## config.mk

```make
export PLATFORM = sky130hd
export DESIGN_NAME = gate_bist_ctrl
export DESIGN_NICKNAME = d
export VERILOG_FILES = /design/src/rtl/gate_bist_ctrl.sv
export SDC_FILE = /design/constraint.sdc
export NUM_CORES = 1
export LEC_CHECK = 0
export CORE_AREA = 2 2 51 53
export CTS_CLUSTER_DIAMETER = 30
export CTS_CLUSTER_SIZE = 40
export DETAILED_ROUTE_END_ITERATION = 10
export DIE_AREA = 0 0 53 55
export PLACE_DENSITY = 0.75
export SYNTH_ARGS = -nofsm -noshare
export SYNTH_HDL_FRONTEND = slang
export SYNTH_SLANG_ARGS = --single-unit
```

## constraint.sdc

```tcl
create_clock -name clk_i -period 2.7 [get_ports clk_i]
set_input_delay 0.54 -clock clk_i [delete_from_list [all_inputs] [get_ports clk_i]]
set_output_delay 0.54 -clock clk_i [all_outputs]
set_load 0.03 [all_outputs]
```

## src/rtl/gate_bist_ctrl.sv

```systemverilog
// -----------------------------------------------------------------------------
// gate_bist_ctrl
//   Built-in self-test sequencer for one 2-input library gate. On an accepted
//   start it drives the four {B,A} vectors 00,01,10,11, holds each one for
//   SETTLE_CYC cycles plus one sample cycle, compares the gate output with a
//   latched 4-bit expected truth table, and reports a per-vector fail mask, an
//   error count and a pass flag.
//
// Parameters
//   SETTLE_CYC  cycles each vector settles before it is sampled (1..15)
//   CNT_W       settle counter width, 2**CNT_W > SETTLE_CYC
//
// Ports
//   clk_i       in   1  clock, rising edge
//   rst_n_i     in   1  asynchronous active-low reset
//   start_i     in   1  start request, only looked at in IDLE
//   abort_i     in   1  synchronous abort, honoured outside IDLE
//   exp_tt_i    in   4  expected truth table, bit index = {B,A}; latched on start
//   F_i         in   1  output of the gate under test
//   A_o         out  1  gate input A (registered)
//   B_o         out  1  gate input B (registered)
//   busy_o      out  1  high in SETTLE, SAMPLE and DONE
//   done_o      out  1  one-cycle pulse in DONE
//   pass_o      out  1  all four vectors matched; valid with done_o
//   fail_vec_o  out  4  bit i set = vector i mismatched
//   err_cnt_o   out  3  number of set bits in fail_vec_o
// -----------------------------------------------------------------------------
module gate_bist_ctrl #(
   parameter int SETTLE_CYC = 2,
   parameter int CNT_W      = 4
) (
   input  logic       clk_i,
   input  logic       rst_n_i,
   input  logic       start_i,
   input  logic       abort_i,
   input  logic [3:0] exp_tt_i,
   input  logic       F_i,
   output logic       A_o,
   output logic       B_o,
   output logic       busy_o,
   output logic       done_o,
   output logic       pass_o,
   output logic [3:0] fail_vec_o,
   output logic [2:0] err_cnt_o
);

   if (SETTLE_CYC < 1 || SETTLE_CYC > 15) begin : g_bad_settle
      $error("gate_bist_ctrl: SETTLE_CYC must be in 1..15");
   end
   if ((2 ** CNT_W) <= SETTLE_CYC) begin : g_bad_cnt_w
      $error("gate_bist_ctrl: CNT_W too narrow for SETTLE_CYC");
   end

   localparam logic [CNT_W-1:0] CNT_LAST = CNT_W'(SETTLE_CYC - 1);

   typedef enum logic [1:0] {
      ST_IDLE,
      ST_SETTLE,
      ST_SAMPLE,
      ST_DONE
   } state_t;

   state_t           r_state, w_state_nxt;
   logic [3:0]       r_tt,    w_tt_nxt;
   logic [1:0]       r_idx,   w_idx_nxt;
   logic [CNT_W-1:0] r_cnt,   w_cnt_nxt;
   logic [1:0]       r_ab,    w_ab_nxt;
   logic             r_busy,  w_busy_nxt;
   logic             r_done,  w_done_nxt;
   logic             r_pass,  w_pass_nxt;
   logic [3:0]       r_fail,  w_fail_nxt;
   logic [2:0]       r_err,   w_err_nxt;

   // Every output is a register loaded with the value for the state being
   // entered, so busy/done/pass and {B,A} line up with the state they describe.
   always_comb begin
      w_state_nxt = r_state;
      w_tt_nxt    = r_tt;
      w_idx_nxt   = r_idx;
      w_cnt_nxt   = r_cnt;
      w_ab_nxt    = r_ab;
      w_done_nxt  = 1'b0;
      w_pass_nxt  = r_pass;
      w_fail_nxt  = r_fail;
      w_err_nxt   = r_err;

      unique case (r_state)
         ST_IDLE: begin
            if (start_i) begin
               w_tt_nxt    = exp_tt_i;
               w_idx_nxt   = '0;
               w_ab_nxt    = '0;
               w_fail_nxt  = '0;
               w_err_nxt   = '0;
               w_pass_nxt  = 1'b0;
               w_cnt_nxt   = '0;
               w_state_nxt = ST_SETTLE;
            end
         end

         ST_SETTLE: begin
            w_cnt_nxt = r_cnt + 1'b1;
            if (r_cnt == CNT_LAST) begin
               w_state_nxt = ST_SAMPLE;
            end
         end

         ST_SAMPLE: begin
            if (F_i != r_tt[r_idx]) begin
               w_fail_nxt[r_idx] = 1'b1;
               w_err_nxt         = r_err + 3'd1;
            end
            if (r_idx != 2'd3) begin
               w_idx_nxt   = r_idx + 2'd1;
               w_ab_nxt    = r_idx + 2'd1;
               w_cnt_nxt   = '0;
               w_state_nxt = ST_SETTLE;
            end else begin
               // Pass is resolved on entry to DONE (including vector 3's
               // result just computed) so it is valid together with done_o.
               w_ab_nxt    = '0;
               w_pass_nxt  = (w_fail_nxt == 4'd0);
               w_done_nxt  = 1'b1;
               w_state_nxt = ST_DONE;
            end
         end

         ST_DONE: begin
            w_state_nxt = ST_IDLE;
         end

         default: begin
            w_state_nxt = ST_IDLE;
         end
      endcase

      // Abort overrides everything above, including the SAMPLE update;
      // partial fail mask and error count are kept.
      if (abort_i && (r_state != ST_IDLE)) begin
         w_state_nxt = ST_IDLE;
         w_ab_nxt    = '0;
         w_done_nxt  = 1'b0;
         w_pass_nxt  = 1'b0;
         w_fail_nxt  = r_fail;
         w_err_nxt   = r_err;
      end

      w_busy_nxt = (w_state_nxt != ST_IDLE);
   end

   always_ff @(posedge clk_i or negedge rst_n_i) begin
      if (!rst_n_i) begin
         r_state <= ST_IDLE;
         r_tt    <= '0;
         r_idx   <= '0;
         r_cnt   <= '0;
         r_ab    <= '0;
         r_busy  <= 1'b0;
         r_done  <= 1'b0;
         r_pass  <= 1'b0;
         r_fail  <= '0;
         r_err   <= '0;
      end else begin
         r_state <= w_state_nxt;
         r_tt    <= w_tt_nxt;
         r_idx   <= w_idx_nxt;
         r_cnt   <= w_cnt_nxt;
         r_ab    <= w_ab_nxt;
         r_busy  <= w_busy_nxt;
         r_done  <= w_done_nxt;
         r_pass  <= w_pass_nxt;
         r_fail  <= w_fail_nxt;
         r_err   <= w_err_nxt;
      end
   end

   assign A_o        = r_ab[0];
   assign B_o        = r_ab[1];
   assign busy_o     = r_busy;
   assign done_o     = r_done;
   assign pass_o     = r_pass;
   assign fail_vec_o = r_fail;
   assign err_cnt_o  = r_err;

endmodule
```

==> results of run 1 <==
registers in the layout (all words and copies together) (netlist names):
signal      count
busy_o          1
done_o          1
err_cnt_o       3
fail_vec_o      4
pass_o          1
r_ab            2
r_cnt           4
r_idx           2
r_state         2
r_tt            4
area by class of cell:
cell class	instances	area [um2]
well taps	30	37.5
multi-input cells	85	588
inverters	5	18.8
repair buffers	21	208
fillers	216	890
clock buffers	3	22.5
flip-flops and latches	24	601
per-layer routing:
layer	vias up	global-route usage (%)	share of wire, %
met5	-	0	0
met4	0	6.41	0.52
met3	2	2.69	4.4
met2	26	30.0	49
met1	435	24.5	47
li1	456	-	-
path summary, 6_finish.rpt:
check / start / endpoint / cells after the start
worst max-delay path: err_cnt_o[0] / err_cnt_o[0] / 1
worst min-delay path: pass_o / pass_o / 1
worst max register to register: r_idx[0] / r_cnt[3] / 5
worst min register to register: pass_o / pass_o / 1
max in group asynchronous: rst_n_i / pass_o / 2
min in group asynchronous: rst_n_i / fail_vec_o[1] / 2
synth_stat cells (all sizes together), types with 3 or more instances:
master and count:
nand2b 3, inv 5, dfrtp 24, a21oi 5
nor2b 3, mux2 4, a31oi 3, nor2 11
o21ai 14, nand3 3, nand2 12, ha 7
cells by family (layout without fill, tap and decap cells):
family / Yosys count / after routing / share of synthesized area (%)
flip-flops: 24 / 24 / 49.2
multiplexers: 6 / 6 / 6.35
buffers and inverters: 8 / 29 / 2.66
AND/OR/NAND/NOR: 41 / 41 / 17.8
AO/OA/AOI/OAI: 30 / 30 / 14.5
adder cells (fa/ha/maj): 7 / 7 / 7.17
XOR/XNOR: 1 / 1 / 2.25
per-stage QoR:
step           std cells  worst slack (ns)  util [%]
2_1_floorplan        117              1.07         -
3_3_place_gp         165             0.558      61.4
3_5_place_dp         165             0.561      61.4
4_1_cts              168             0.696      62.4
5_1_grt              168             0.668      62.4
6_report             168             0.717      62.4
power groups by stage:
stage                     Sequential, mW  Clock [mW]  Combinational (mW)
final                              0.538       0.151               0.424
after global routing               0.554       0.166               0.473
after CTS                          0.537       0.155               0.429
after detailed placement           0.544           0               0.427
after global placement             0.540           0               0.405
after floorplan                    0.525           0               0.316
==> out/metrics.yaml, run 1 <==
seqPwrFrac_pct: 48.4
cap_violations: 0
fin_crit_ns: 1.98
cp_slowest_cell: "clkdlybuf4s50_1"
antenna_found_initial: 0
grt_pass1_wl_um: 3950
grt_max_degree: 25
switching_share_pct: 38.9
min_path_type: "reg2reg"
wire_per_inst_um: 13.7
finalSetupTns_ns: 0
core_mm2: 0.00236
status: "complete, no violations"
route.detailed.drc: 0
start_util_pct: 51.6
synthCells: 117
cts_root_buf: "clkbuf_4"
grt_pass1_vias: 903
switchingPower_mw: 0.432
setup_viol: 0
cts_buffers: 3
drive_gt1_share_pct: 9.42
dieArea_mm2: 0.00292
antenna-diode-count: 0
cp.arrival_ns: 1.44
cts_sinks: 24
ant_nets: 0
rsz0062_at_grt: "no"
synthTopCellsByArea: "dfrtp_1 49%, ha_1 7.2%, o21ai_0 5.7%, mux2_2 3.7%, nand2_1 3.7%"
cp_cell_sequence: "clkdlybuf4s50_1"
cts.clk_slew.worst_paths_ns: 0.12
num-nets-final: 156
p_per_area_mw_per_mm2: 754
slew_headroom_pct: 57.4
synth_cell_types: 31
yosysSeqAreaShare_pct: 49.2
worst_setup_path_start_kind: "flop"
cp_top_family: "buffers and inverters"
gp_congestion: 0.837
io_buffers: 20
crit_path_max_fanout: 5
cts_tree: "yes"
die_h_um: 55
end_kind: "primary output"
rows: 18
cts.htree.levels: 1
post-cts-setup-buffers: 0
area_growth_pct: 20.8
layout_commonest_cell: "dfrtp_1"
finalHoldViolCount: 0
slew_violations: 0
place_area_mm2: 0.00145
p_int_mw: 0.680
dr_total_vias: 919
avgViaCountPerCell: 5.47
max_freq_mhz: 504
path_buf_inv: 1
syn-mean-instance-area_um2: 10.4
comb_power_share_pct: 38.1
crit_required_ns: 2.16
leakage_nw: 0.619
synth_ff_type: "dfrtp_1"
yosysTopAreaCell: "dfrtp_1"
ys_seq_elements: 24
fin_crit_sh_pct: 73.5
die_x_um: 53
dp_hpwl_um: 1730
synth_edf_count: 0
async_reset_ff_share_pct: 100
clock_latency_ns: 0.30
pin_count: 21
grt_overflow_total: 0
grt_usage_pct: 18.2
synth_warnings: 0
skew_ns: 0.00306
cts_max_path_buffers: 2
final_cell_mix: "24 x dfrtp_1, 20 x clkdlybuf4s50_1, 14 x o21ai_0, 12 x nand2_1, 11 x nor2_1"
design_area_mm2: 0.00148
path_class: "reg2out"
cts.hold.buffers_added: 0
drt-pass1-iter-count: 4
clkPwrFrac_pct: 13.6
synth.net_count: 133
cp_slowest_stage_delay_ns: 0.71
syn_area_mm2: 0.00122
worstMarginPinSlew_ns: 0.637
ir_drop_uv: 445
r2r_setup_slack_ns: 0.90
total_power_mw: 1.11
finalWirelength_um: 2310
drt_iter0_drc: 22
hold_ws_ns: 0.511
cts_resized: 0
synth_top_area_share_pct: 49.2
Power figures use the tool's default switching activity.
==> run 2, diff against run 1 <==
==> config.mk (replaced) <==
export PLATFORM = sky130hd
export DESIGN_NAME = gate_bist_ctrl
export DESIGN_NICKNAME = d
export VERILOG_FILES = /design/src/rtl/gate_bist_ctrl.sv
export SDC_FILE = /design/constraint.sdc
export NUM_CORES = 1
export LEC_CHECK = 0
export CORE_AREA = 2 2 55 57
export CTS_CLUSTER_DIAMETER = 30
export CTS_CLUSTER_SIZE = 40
export DETAILED_ROUTE_END_ITERATION = 10
export DIE_AREA = 0 0 57 59
export PLACE_DENSITY = 0.67
export SYNTH_ARGS = -nofsm -noshare
export SYNTH_HDL_FRONTEND = slang
export SYNTH_SLANG_ARGS = --single-unit
==> constraint.sdc (replaced) <==
create_clock -name clk_i -period 1.7 [get_ports clk_i]
set_input_delay 0.34 -clock clk_i [delete_from_list [all_inputs] [get_ports clk_i]]
set_output_delay 0.34 -clock clk_i [all_outputs]
set_load 0.03 [all_outputs]
==> run 2 against run 1 <==
  * Clock skew about the same
  * Die area up 15%
  * Count of clock-buffer cells in the layout unchanged
  * Wire length up 5.9%
  * Cell area up 3.1%
  * Utilization down 6.2 points
  * Largest cell class unchanged
==> out/metrics.yaml, run 2 (same netlist as run 1, synthesis figures left out) <==
finalSetupTns_ns: 0  # unchanged
cap_violations: 0  # unchanged
cts.clk_slew.worst_paths_ns: 0.12  # about the same
ant_nets: 0  # unchanged
grt_max_degree: 25  # unchanged
start_util_pct: 45.1  # was 51.6%
status: "complete, no violations"  # unchanged
worst_setup_path_start_kind: "flop"  # unchanged
setup_ws_ns: 0.100  # was 0.717 ns
grt_pass1_wl_um: 4120  # was 3950 um
wire_per_inst_um: 13.9  # was 13.7 um
p_int_mw: 1.10  # was 0.680 mW
cts.htree.levels: 1  # unchanged
cts_root_buf: "clkbuf_4"  # unchanged
cp_top_family: "multiplexers"  # was buffers and inverters
pin_count: 21  # unchanged
fin_crit_ns: 1.60
slew_violations: 0  # unchanged
drt-pass1-iter-count: 4  # unchanged
fin_crit_sh_pct: 94.1
dieArea_mm2: 0.00336  # was 0.00292 mm2
path_buf_inv: 0  # was 1
total_power_mw: 1.81  # was 1.11 mW
die_x_um: 57  # was 53 um
comb_power_share_pct: 39.7  # was 38.1%
place_area_mm2: 0.00151  # was 0.00145 mm2
cp_cell_sequence: "mux4_2, xor2_4, nand3_2, mux2i_1"  # was clkdlybuf4s50_1
layout_commonest_cell: "dfrtp_1"  # unchanged
worstMarginPinSlew_ns: 0.529  # was 0.637 ns
dp_hpwl_um: 1830  # was 1730 um
clock_latency_ns: 0.32  # was 0.30 ns
antenna-diode-count: 0  # unchanged
core_mm2: 0.00271  # was 0.00236 mm2
crit_required_ns: 1.92  # was 2.16 ns
end_kind: "flop"  # was primary output
leakage_nw: 0.734  # was 0.619 nW
io_buffers: 20  # unchanged
seqPwrFrac_pct: 46.6  # was 48.4%
cts_max_path_buffers: 2  # unchanged
dp_slack_ns: 0.0234  # was 0.561 ns
switching_share_pct: 39.0  # was 38.9%
cts_tree: "yes"  # unchanged
cts_buffers: 3  # unchanged
hold_ws_ns: 0.360  # was 0.511 ns
avgViaCountPerCell: 5.34  # was 5.47
finalHoldViolCount: 0  # unchanged
grt_overflow_total: 0  # unchanged
p_per_area_mw_per_mm2: 1190  # was 754 mW/mm2
dr_total_vias: 940  # was 919
switchingPower_mw: 0.706  # was 0.432 mW
cp_slowest_stage_delay_ns: 0.56  # was 0.71 ns
ir_drop_uv: 646  # was 445 uV
path_class: "reg2reg"  # was reg2out
crit_path_max_fanout: 10  # was 5
design_area_mm2: 0.00152  # was 0.00148 mm2
rows: 19  # was 18
num-nets-final: 163  # was 156
rsz0062_at_grt: "no"  # unchanged
area_growth_pct: 24.6  # was 20.8%
finalWirelength_um: 2440  # was 2310 um
slew_headroom_pct: 64.7  # was 57.4%
cts_sinks: 24  # unchanged
die_h_um: 59  # was 55 um
grt_pass1_vias: 932  # was 903
cp_slowest_cell: "mux4_2"  # was clkdlybuf4s50_1
skew_ns: 0.00339  # was 0.00306 ns
gp_congestion: 0.710  # was 0.837
drive_gt1_share_pct: 13.8  # was 9.42%
setup_viol: 0  # unchanged
cts.hold.buffers_added: 0  # unchanged
grt_usage_pct: 15.6  # was 18.2%
antenna_found_initial: 0  # unchanged
route.detailed.drc: 0  # unchanged
drt_iter0_drc: 18  # was 22
max_freq_mhz: 625
min_path_type: "in2async"  # was reg2reg
cp.arrival_ns: 1.82  # was 1.44 ns
final_cell_mix: "24 x dfrtp_1, 14 x o21ai_0, 12 x nand2_1, 11 x nor2_1, 10 x dlygate4sd2_1"  # was 24 x dfrtp_1, 20 x clkdlybuf4s50_1, 14 x o21ai_0, 12 x nand2_1, 11 x nor2_1
clkPwrFrac_pct: 13.7  # was 13.6%
-- run 2: cell types whose count changed in the layout (fill, tap and decap cells not counted), sizes merged --
cell	delta
dlygate4sd2	+10
dlymetal6s2s	+2
buf	+7
clkdlybuf4s50	-12
-- run 2: final cells by class --
| cell class | count | area [um2] |
|---|---|---|
| Fill cell | 259 | 1190 |
| Sequential cell | 24 | 601 |
| Multi-Input combinational cell | 85 | 588 |
| Timing Repair Buffer | 28 | 253 |
| Tap cell | 31 | 38.8 |
| Clock buffer | 3 | 22.5 |
| Inverter | 5 | 18.8 |
-- run 2: path summary, 6_finish.rpt --
path | from | end | slack, ns | depth (start not counted)
max reg2reg | r_idx[0] | err_cnt_o[2] | 0.1 | 4
min reg2reg | err_cnt_o[2] | err_cnt_o[2] | 0.48 | 1
min in group clk_i | err_cnt_o[2] | err_cnt_o[2] | 0.48 | 1
min | rst_n_i | fail_vec_o[0] | 0.36 | 2
max in group asynchronous | rst_n_i | r_idx[1] | 1.11 | 2
max | r_idx[0] | err_cnt_o[2] | 0.1 | 4
-- run 2: metal layers --
layer / GRT usage [%] / vias up / routed length (um)
met5: 0 / - / 0
met4: 6.98 / 0 / 51
met3: 2.18 / 5 / 68
met2: 27.8 / 16 / 1220
met1: 18.9 / 455 / 1110
li1: - / 464 / -
-- run 2: metrics by stage --
| stage | std cells | util (%) |
|---|---|---|
| global route | 176 | 56.1 |
| detailed placement | 173 | 55.6 |
| global placement | 173 | 55.6 |
| floorplan | 117 | - |
| finish | 176 | 56.1 |
| CTS | 176 | 56.0 |
-- run 2: repair_timing --
action | 4_1_cts | 5_1_grt
endpoints found under the setup margin | 10 | 2
gates cloned | 0 | 0
setup buffers | 0 | 0
gates resized for setup | 10 | 2
-- run 2: power groups by stage --
stage	registers, mW	clock network (mW)	logic, mW
floorplan	0.834	0	0.502
global placement	0.846	0	0.712
detailed placement	0.855	0	0.732
CTS	0.842	0.264	0.726
global route	0.866	0.283	0.806
finish	0.843	0.249	0.719
-- run 2: worst reg2reg max path: cells and delay by family, from the launching register on --
family / cells / cell delay, ns
xor gates and xnor gates: 1 / 0.31
and+or+nand+nor: 1 / 0.12
DFF: 1 / 0.39
muxes: 2 / 0.69
==> run 3, diff against run 2 <==
==> config.mk (replaced) <==
export PLATFORM = sky130hd
export DESIGN_NAME = gate_bist_ctrl
export DESIGN_NICKNAME = d
export VERILOG_FILES = /design/src/rtl/gate_bist_ctrl.sv
export SDC_FILE = /design/constraint.sdc
export NUM_CORES = 1
export LEC_CHECK = 0
export CORE_AREA = 2 2 59 61
export CTS_CLUSTER_DIAMETER = 30
export CTS_CLUSTER_SIZE = 40
export DETAILED_ROUTE_END_ITERATION = 10
export DIE_AREA = 0 0 61 63
export PLACE_DENSITY = 0.59
export SYNTH_ARGS = -nofsm -noshare
export SYNTH_HDL_FRONTEND = slang
export SYNTH_SLANG_ARGS = --single-unit
==> run 3 against run 2 <==
  * First-iteration DRC count rose to 3.3 times the previous value
  * Critical path type unchanged
  * Clock skew is essentially flat
  * Non-clock buffer count is 2 lower
  * Highest routed layer unchanged
  * Clock power up 66%
  * Power is 8.2% higher
==> out/metrics.yaml, run 3 (same netlist as run 1, synthesis figures left out) <==
status: "complete, no violations"  # unchanged
cts_root_buf: "clkbuf_4"  # unchanged
antenna_found_initial: 0  # unchanged
cts_tree: "yes"  # unchanged
finalHoldViolCount: 0  # unchanged
grt_pass1_wl_um: 4040  # was 4120 um
drive_gt1_share_pct: 13.9  # was 13.8%
gp_congestion: 0.835  # was 0.710
cts_sinks: 24  # unchanged
min_path_type: "in2async"  # unchanged
setup_viol: 0  # unchanged
dp_slack_ns: 0.0182  # was 0.0234 ns
worstMarginPinSlew_ns: 0.529  # about the same
cts.htree.levels: 1  # unchanged
clkPwrFrac_pct: 21.1  # was 13.7%
finalWirelength_um: 2320  # was 2440 um
reg2reg_from: "r_idx[0]"  # unchanged
slew_headroom_pct: 64.7  # about the same
cts.clk_slew.worst_paths_ns: 0.14  # was 0.12 ns
dr_total_vias: 954  # was 940
p_per_area_mw_per_mm2: 1260  # was 1190 mW/mm2
cp_slowest_stage_delay_ns: 0.56  # about the same
reg2reg_to: "err_cnt_o[2]"  # unchanged
dieArea_mm2: 0.00384  # was 0.00336 mm2
cp_slowest_cell: "mux4_2"  # unchanged
wire_per_inst_um: 12.2  # was 13.9 um
route.detailed.drc: 0  # unchanged
grt_usage_pct: 13.4  # was 15.6%
seqPwrFrac_pct: 42.9  # was 46.6%
path_depth: 4  # unchanged
cp_top_family: "multiplexers"  # unchanged
dp_hpwl_um: 1770  # was 1830 um
crit_path_end: "err_cnt_o[2]"  # unchanged
core_mm2: 0.00323  # was 0.00271 mm2
clock_latency_ns: 0.31  # was 0.32 ns
die_h_um: 63  # was 59 um
finalSetupTns_ns: 0  # unchanged
rsz0062_at_grt: "no"  # unchanged
io_buffers: 20  # unchanged
comb_power_share_pct: 36.0  # was 39.7%
grt_overflow_total: 0  # unchanged
max_freq_mhz: 630  # was 625 MHz
num-nets-final: 161  # was 163
skew_ns: 0.00330  # was 0.00339 ns
crit_start: "r_idx[0]"  # unchanged
fin_crit_ns: 1.59  # was 1.60 ns
cp_cell_sequence: "mux4_2, xor2_4, nand3_2, mux2i_1"  # unchanged
layout_commonest_cell: "dfrtp_1"  # unchanged
ir_drop_uv: 465  # was 646 uV
path_buf_inv: 0  # unchanged
switchingPower_mw: 0.707  # was 0.706 mW
rr_worst_depth: 4  # unchanged
crit_required_ns: 1.92  # about the same
area_growth_pct: 27.6  # was 24.6%
antenna-diode-count: 0  # unchanged
post-cts-setup-buffers: 0  # unchanged
end_kind: "flop"  # unchanged
worst_setup_path_start_kind: "flop"  # unchanged
avgViaCountPerCell: 5.02  # was 5.34
crit_path_max_fanout: 10  # unchanged
cap_violations: 0  # unchanged
switching_share_pct: 36.1  # was 39.0%
leakage_nw: 0.734  # about the same
drt_iter0_drc: 59  # was 18
start_util_pct: 37.8  # was 45.1%
fin_crit_sh_pct: 93.4  # was 94.1%
slew_violations: 0  # unchanged
drt-pass1-iter-count: 4  # unchanged
path_class: "reg2reg"  # unchanged
cts_buffers: 3  # unchanged
ant_nets: 0  # unchanged
p_int_mw: 1.25  # was 1.10 mW
grt_pass1_vias: 898  # was 932
pin_count: 21  # unchanged
setup_ws_ns: 0.113  # was 0.100 ns
final_cell_mix: "24 x dfrtp_1, 13 x o21ai_0, 12 x nand2_1, 11 x nor2_1, 10 x dlygate4sd2_1"  # was 24 x dfrtp_1, 14 x o21ai_0, 12 x nand2_1, 11 x nor2_1, 10 x dlygate4sd2_1
grt_max_degree: 25  # unchanged
cp.arrival_ns: 1.81  # was 1.82 ns
rows: 21  # was 19
cts_max_path_buffers: 2  # unchanged
r2r_setup_slack_ns: 0.11  # was 0.1 ns
die_x_um: 61  # was 57 um
## run 3: metal layers
layer	track usage, %	part of all wire, %	wire (um)
met5	0	0	0
met4	3.26	1.1	26
met3	2.48	2.7	62
met2	21.8	49	1140
met1	18.2	47	1090
## run 3: per-stage QoR
step | instance area (um2) | hold slack [ns] | power (mW) | std cells | utilization [%]
after floorplan | 1220 | 0.0444 | 1.34 | 117 | -
after global placement | 1510 | 0.463 | 1.55 | 186 | 46.7
after detailed placement | 1510 | 0.473 | 1.57 | 186 | 46.7
after CTS | 1550 | 0.365 | 1.98 | 190 | 48.0
after global routing | 1560 | 0.379 | 2.12 | 190 | 48.2
final | 1560 | 0.363 | 1.96 | 190 | 48.2
## run 3: power groups by stage
stage | Sequential, mW | Combinational [mW] | Clock [mW]
after CTS | 0.839 | 0.714 | 0.428
after floorplan | 0.834 | 0.502 | 0
after global routing | 0.866 | 0.796 | 0.455
final | 0.839 | 0.705 | 0.414
after global placement | 0.845 | 0.705 | 0
after detailed placement | 0.852 | 0.717 | 0
## run 3: repair_timing
item                                    in CTS  in global routing
endpoints found under the setup margin      10                  6
hold buffers                                 0                  0
gates resized for setup                     10                  4
hold endpoints to repair                     0                  0
## run 3: worst min path at each step
stage	start	endpoint	slack (ns)	cells past startpoint
floorplan	rst_n_i	busy_o	0.04	0
global placement	r_cnt[3]	r_cnt[3]	0.46	1
detailed placement	r_cnt[3]	r_cnt[3]	0.47	1
CTS	rst_n_i	err_cnt_o[0]	0.36	2
global route	rst_n_i	err_cnt_o[0]	0.38	2
finish	rst_n_i	err_cnt_o[0]	0.36	2
## run 3: cell type report
class / count / area [um2]
timing repair buffer: 26 / 238
sequential: 24 / 601
clock buffer: 3 / 22.5
inverter: 5 / 18.8
multi-input combinational: 85 / 591
fill: 311 / 1670
tap: 46 / 57.6
clock inverter: 1 / 30.0
